File: config.mk
export PLATFORM = sky130hd
export DESIGN_NAME = imem_fetch_unit
export DESIGN_NICKNAME = d
export VERILOG_FILES = /design/src/rtl/imem_fetch_unit.sv
export SDC_FILE = /design/constraint.sdc
export NUM_CORES = 2
export LEC_CHECK = 0
export CAP_MARGIN = 25
export CORE_AREA = 2 2 423 425
export DETAILED_ROUTE_END_ITERATION = 16
export DIE_AREA = 0 0 425 427
export MAX_ROUTING_LAYER = met4
export PLACE_DENSITY = 0.69
export SYNTH_ARGS = -nofsm -noshare
export SYNTH_HDL_FRONTEND = slang
export SYNTH_SLANG_ARGS = --single-unit
File: constraint.sdc
create_clock -name clk -period 2.5 [get_ports clk]
set_clock_uncertainty 0.2 [all_clocks]
set_input_delay 0.25 -clock clk [delete_from_list [all_inputs] [get_ports clk]]
set_output_delay 0.25 -clock clk [all_outputs]
set_load 0.02 [all_outputs]
File: src/rtl/imem_fetch_unit.sv
// Writable word-organised instruction memory with a valid/ready fetch port
// and a 2-entry response buffer. Each response carries a fault code.
module imem_fetch_unit #(
  parameter int unsigned DEPTH_WORDS = 64,
  parameter int unsigned ADDR_WIDTH  = 32,
  parameter logic [31:0] NOP_INSTR   = 32'h00000013
) (
  input  logic                  clk,
  input  logic                  reset,
  input  logic                  req_valid,
  output logic                  req_ready,
  input  logic [ADDR_WIDTH-1:0] req_pc,
  output logic                  rsp_valid,
  input  logic                  rsp_ready,
  output logic [31:0]           rsp_instr,
  output logic [ADDR_WIDTH-1:0] rsp_pc,
  output logic [1:0]            rsp_fault,
  input  logic                  flush,
  input  logic                  prog_we,
  input  logic [3:0]            prog_be,
  input  logic [ADDR_WIDTH-1:0] prog_addr,
  input  logic [31:0]           prog_data,
  output logic                  prog_err
);

  localparam int unsigned IDX_W = (DEPTH_WORDS > 1) ? $clog2(DEPTH_WORDS) : 1;

  typedef struct packed {
    logic [31:0]           instr;
    logic [ADDR_WIDTH-1:0] pc;
    logic [1:0]            fault;
  } entry_t;

  typedef enum logic [1:0] {
    OCC_EMPTY,
    OCC_ONE,
    OCC_FULL
  } occ_t;

  logic [31:0]            mem [0:DEPTH_WORDS-1];
  logic [DEPTH_WORDS-1:0] loaded;

  occ_t   occ, occ_next;
  entry_t slot0, slot1;
  entry_t new_entry;

  logic [ADDR_WIDTH-3:0] req_idx, prog_idx;
  logic [IDX_W-1:0]      req_slot, prog_slot;
  logic                  req_in_range, prog_in_range;
  logic                  push, pop;
  logic                  prog_addr_unused;

  assign req_idx       = req_pc[ADDR_WIDTH-1:2];
  assign prog_idx      = prog_addr[ADDR_WIDTH-1:2];
  assign req_slot      = req_idx[IDX_W-1:0];
  assign prog_slot     = prog_idx[IDX_W-1:0];
  assign req_in_range  = 64'(req_idx) < 64'(DEPTH_WORDS);
  assign prog_in_range = 64'(prog_idx) < 64'(DEPTH_WORDS);
  assign prog_addr_unused = ^prog_addr[1:0];

  // Fault priority: misaligned, then out of range, then unloaded.
  always_comb begin
    new_entry.pc    = req_pc;
    new_entry.instr = NOP_INSTR;
    new_entry.fault = 2'd0;
    if (req_pc[1:0] != 2'b00) begin
      new_entry.fault = 2'd1;
    end else if (!req_in_range) begin
      new_entry.fault = 2'd2;
    end else if (!loaded[req_slot]) begin
      new_entry.fault = 2'd3;
    end else begin
      new_entry.instr = mem[req_slot];
    end
  end

  // Memory words carry no reset; only the loaded bits do.
  always_ff @(posedge clk) begin
    if (prog_we && prog_in_range) begin
      for (int unsigned b = 0; b < 4; b++) begin
        if (prog_be[b]) mem[prog_slot][8*b +: 8] <= prog_data[8*b +: 8];
      end
    end
  end

  always_ff @(posedge clk or negedge reset) begin
    if (!reset) begin
      loaded   <= '0;
      prog_err <= 1'b0;
    end else begin
      prog_err <= prog_we && !prog_in_range;
      if (prog_we && prog_in_range && prog_be == 4'hF) loaded[prog_slot] <= 1'b1;
    end
  end

  assign req_ready = (occ != OCC_FULL) && !flush;
  assign rsp_valid = (occ != OCC_EMPTY);
  assign push      = req_valid && req_ready;
  assign pop       = rsp_valid && rsp_ready && !flush;

  always_ff @(posedge clk or negedge reset) begin
    if (!reset) occ <= OCC_EMPTY;
    else        occ <= occ_next;
  end

  always_comb begin
    occ_next = occ;
    if (flush) begin
      occ_next = OCC_EMPTY;
    end else begin
      unique case (occ)
        OCC_EMPTY: if (push) occ_next = OCC_ONE;
        OCC_ONE: begin
          if (push && !pop)      occ_next = OCC_FULL;
          else if (pop && !push) occ_next = OCC_EMPTY;
        end
        OCC_FULL:  if (pop) occ_next = OCC_ONE;
        default:   occ_next = OCC_EMPTY;
      endcase
    end
  end

  // slot0 is the head; a push into a draining single entry lands straight in slot0.
  always_ff @(posedge clk or negedge reset) begin
    if (!reset) begin
      slot0 <= '{instr: NOP_INSTR, pc: '0, fault: 2'd0};
      slot1 <= '{instr: NOP_INSTR, pc: '0, fault: 2'd0};
    end else if (!flush) begin
      if (push && (occ == OCC_EMPTY || (occ == OCC_ONE && pop))) slot0 <= new_entry;
      else if (pop && occ == OCC_FULL)                          slot0 <= slot1;
      if (push && occ == OCC_ONE && !pop) slot1 <= new_entry;
    end
  end

  assign rsp_instr = slot0.instr;
  assign rsp_pc    = slot0.pc;
  assign rsp_fault = slot0.fault;

endmodule

==> run_summary.xml <==
<?xml version="1.0" encoding="UTF-8"?>
<metrics>
  <group name="floorplan">
    <metric name="num_io_pins" unit="">175</metric>
    <metric name="initial_utilization" unit="%">49.7</metric>
    <metric name="die_y" unit="µm">427</metric>
    <metric name="core_region_area" unit="µm²">177000</metric>
    <metric name="die_area" unit="µm²">181000</metric>
    <metric name="rows" unit="">155</metric>
    <metric name="dieWidth" unit="µm">425</metric>
  </group>
  <group name="placed_design">
    <metric name="io_buffers" unit="">172</metric>
    <metric name="placement.cell_area" unit="µm²">99500</metric>
    <metric name="place_ws" unit="ns">-0.868</metric>
    <metric name="globalplace.congestion" unit="">1.02</metric>
    <metric name="detailedPlacementHpwl" unit="µm">181000</metric>
  </group>
  <group name="route">
    <metric name="wl_per_cell" unit="µm">32.7</metric>
    <metric name="dr_total_vias" unit="">50900</metric>
    <metric name="ant_nets" unit="">0</metric>
    <metric name="drt-vias-per-instance" unit="">6.24</metric>
    <metric name="dr.first_iter.drc_count" unit="">8055</metric>
    <metric name="drt_pass1_iterations" unit="">6</metric>
    <metric name="drt_drc_violations_left" unit="">0</metric>
    <metric name="postRouteWirelength" unit="µm">266000</metric>
  </group>
  <group name="critical_path">
    <metric name="worstSetupStartpoint" unit="">loaded[28]</metric>
    <metric name="critPathKind" unit="">register to register</metric>
    <metric name="timing.critical_path.from_type" unit="">register</metric>
    <metric name="critical_path.slowest_cell" unit="">or4_4</metric>
    <metric name="stage_delay_of_the_slowest_cell_on_the_critical_path" unit="ns">0.53</metric>
    <metric name="critical_path.cell_chain" unit="">mux2_2 &gt; o22ai_4 &gt; a2111oi_4 &gt; a2111oi_4 &gt; or4_4 &gt; buf_12 &gt; buf_6 &gt; or3_1 &gt; a21oi_1</metric>
    <metric name="critical_path.max_fanout" unit="">4</metric>
    <metric name="critPathRequiredTime" unit="ns">3.09</metric>
    <metric name="worst-endpoint-arrival" unit="ns">3.23</metric>
    <metric name="worst_setup_path_end_kind" unit="">register</metric>
    <metric name="worst_path_most_repeated_cell" unit="">a2111oi_4</metric>
    <metric name="regToRegStartpoint" unit="">loaded[28]</metric>
  </group>
  <group name="cts">
    <metric name="number_of_buffers_created_by_cts" unit="">220</metric>
    <metric name="cts_max_path_buffers" unit="">3</metric>
    <metric name="cts.sinks" unit="">2247</metric>
    <metric name="cts_htree_levels" unit="">4</metric>
    <metric name="cts_tree" unit="">built</metric>
    <metric name="clock_latency" unit="ns">0.89</metric>
    <metric name="clk_pin_slew" unit="ns">0.07</metric>
    <metric name="cts_root_buffer" unit="">clkbuf_16</metric>
  </group>
  <group name="global_routing">
    <metric name="grt_antenna_before_repair" unit="">15</metric>
    <metric name="grt_overflow" unit="">0</metric>
    <metric name="grt_use_total" unit="%">30.3</metric>
    <metric name="grt_pass1_wl" unit="µm">373000</metric>
    <metric name="first_global_vias" unit="">49900</metric>
    <metric name="grt_max_degree" unit="">69</metric>
  </group>
  <group name="sta">
    <metric name="post-route-worst-setup-slack" unit="ns">-0.147</metric>
    <metric name="setup_total_negative_slack" unit="ns">-3.53</metric>
    <metric name="report.final.setup_viol" unit="">51</metric>
    <metric name="grt_setup_unrepaired" unit="">true</metric>
    <metric name="final-max-slew-violation-count" unit="">0</metric>
    <metric name="max_clock_freq" unit="GHz">0.378</metric>
    <metric name="fin_crit" unit="ns">2.65</metric>
    <metric name="timing.slew.headroom" unit="%">35.6</metric>
    <metric name="min_period_over_period" unit="%">106</metric>
    <metric name="tightest_slew" unit="ns">0.965</metric>
    <metric name="finalHoldViolCount" unit="">0</metric>
  </group>
  <group name="final_layout">
    <metric name="drive_gt1_share" unit="%">33.8</metric>
    <metric name="multi_input_comb_area" unit="µm²">20700</metric>
    <metric name="final_area" unit="µm²">108000</metric>
    <metric name="nets" unit="">5698</metric>
    <metric name="num-fill-cells" unit="">12500</metric>
    <metric name="seqCellArea" unit="µm²">66500</metric>
    <metric name="area_added_between_synthesis_and_finish" unit="%">22.7</metric>
  </group>
  <group name="synthesis">
    <metric name="synth_area" unit="µm²">88100</metric>
    <metric name="synth_instances" unit="">4474</metric>
    <metric name="synth_edf_count" unit="">2048</metric>
    <metric name="synth_warnings" unit="">0</metric>
    <metric name="ys_async_sr_fraction" unit="%">8.86</metric>
    <metric name="dominantRegCellSynth" unit="">edfxtp_1</metric>
    <metric name="synthesized_area_per_cell" unit="µm²">19.7</metric>
    <metric name="seq_area_frac_synth" unit="%">75.5</metric>
    <metric name="postSynthRegisterBits" unit="">2247</metric>
    <metric name="synth.distinct_cells" unit="">70</metric>
    <metric name="net_count_synth" unit="">4580</metric>
  </group>
  <group name="run_status">
    <metric name="run_status" unit="">complete, but fails checks</metric>
    <metric name="violations_in_the_final_reports" unit="">setup timing</metric>
  </group>
  <group name="run">
    <metric name="maxCapViolCount" unit="">0</metric>
  </group>
  <group name="pwr">
    <metric name="vdd_drop_max" unit="µV">632</metric>
    <metric name="power.density" unit="nW/µm²">740</metric>
    <metric name="totalPowerFinal" unit="W">0.0800</metric>
    <metric name="power.static_leakage" unit="nW">36.9</metric>
  </group>
  <group name="hold_path">
    <metric name="min-delay-path-class" unit="">input port to register</metric>
    <metric name="holdCritStartpoint" unit="">req_valid</metric>
  </group>
</metrics>
==> per-stage QoR <==
stage	utilization [%]	cells	hold WS, ns
finish	61.0	8153	0.0676
global route	60.9	8149	0.0294
CTS	60.8	8133	0.00517
detailed placement	56.1	7646	0.0786
global placement	56.1	7646	0.0828
floorplan	-	4474	-0.246
==> cell usage after synthesis, types with 4 or more instances <==
cell / number / area, µm²
mux2_2: 45 / 507
o211ai_1: 10 / 75.1
a2111oi_2: 4 / 60.1
a22o_1: 15 / 131
o31ai_1: 13 / 97.6
o221ai_1: 35 / 307
and3b_1: 5 / 43.8
buf_6: 35 / 394
nand3b_1: 4 / 30.0
o22ai_1: 54 / 338
nand2b_1: 14 / 87.6
dfrtp_1: 193 / 4830
nand3_1: 25 / 125
o21ai_1: 10 / 50.1
a221oi_2: 4 / 60.1
or3_1: 11 / 68.8
dfstp_2: 6 / 158
buf_8: 11 / 165
a31oi_1: 41 / 257
mux2i_1: 152 / 1520
a22oi_1: 58 / 435
mux4_1: 6 / 158
nor2_1: 352 / 1320
a211oi_1: 14 / 105
mux4_2: 490 / 11000
buf_1: 16 / 60.1
nor4_1: 16 / 100
o21ai_0: 43 / 215
edfxtp_1: 2048 / 61500
nor2b_1: 18 / 113
nor3_1: 30 / 150
a221o_1: 5 / 50.1
nor3b_1: 8 / 60.1
a221oi_1: 16 / 140
and3_1: 8 / 50.1
o21bai_1: 63 / 473
buf_4: 20 / 150
a2111oi_0: 4 / 35.0
nand2_1: 259 / 972
clkbuf_1: 120 / 450
or2_2: 5 / 31.3
a21oi_1: 67 / 335
and2_1: 8 / 50.1
buf_2: 63 / 315
==> layout make-up <==
cell class                      count  share of cell area (%)
Inverter                            4                  0.0162
Tap cell                         2355                    2.73
Antenna cell                       17                  0.0394
Timing Repair Buffer             1164                    10.0
Sequential cell                  2247                    61.5
Clock buffer                      274                    5.34
Multi-Input combinational cell   1955                    19.1
Clock inverter                    137                    1.21
==> registers in the layout, summed over array words and instances, names as in the netlist <==
register,cells
slot1,66
loaded,64
rsp_pc,32
prog_err,1
mem,2048
rsp_fault,2
occ,2
rsp_instr,32
==> per-layer routing <==
metal / wire (µm) / up-vias / GRT usage (%) / share of wire [%]
li1: - / 20500 / - / -
met1: 98100 / 26400 / 40.0 / 37
met2: 124000 / 3407 / 45.2 / 47
met3: 31600 / 542 / 7.43 / 12
met4: 12100 / 0 / 12.8 / 4.6
met5: 0 / - / - / 0
==> power by group <==
part	switching (W)	leakage, nW	total [W]	internal (W)
clock	0.0144	3.45	0.0324	0.0180
sequential	0.000294	21.0	0.0416	0.0414
combinational	0.00343	12.5	0.00592	0.00249
==> worst paths after layout <==
kind / to / slack (ns) / cells after the start
max: rsp_instr[9] / -0.15 / 9
min: occ[0] / 0.07 / 5
max reg2reg: rsp_instr[9] / -0.15 / 9
min reg2reg: slot1[35] / 0.27 / 2
max in group asynchronous: loaded[22] / 1.01 / 4
min in group asynchronous: slot1[32] / 0.31 / 3
==> placed cells by master, fill, tap and decap left out, types with 61 or more instances in the layout <==
cell                n
nor2_1            346
clkdlybuf4s50_1   113
a21oi_1            61
clkbuf_16         220
buf_4             786
mux2i_1           150
dlygate4sd3_1      69
o21bai_1           63
dfrtp_1           181
edfxtp_1         2048
nand2_1           243
mux4_2            492
buf_12            123
==> kinds of logic (layout without fill, tap and decap cells) <==
family | count (synthesis) | count (layout) | synth area share [%]
AOI/OAI and AO/OA | 483 | 483 | 3.86
buffers and inverters | 272 | 1579 | 1.83
DFF | 2247 | 2247 | 75.5
muxes | 693 | 693 | 15.0
other | 0 | 17 | 0
and+or+nand+nor | 779 | 779 | 3.81
==> timing repair <==
action / CTS / global route
cloned: 1 / 0
endpoints found under the setup margin: 85 / 69
resized for setup: 123 / 53
pin swaps: 36 / 22
hold buffers: 69 / 0
endpoints found under the hold margin: 2297 / 0
setup buffers: 8 / 4
==> critical path, delay by kind of cell (launching register included) <==
kind / cells / cell delay (ns)
compound gates: 4 / 0.68
simple gates: 2 / 0.83
flops: 1 / 0.36
buf+inv: 2 / 0.31
mux: 1 / 0.19
No activity file was read; power rests on OpenSTA's default activity.
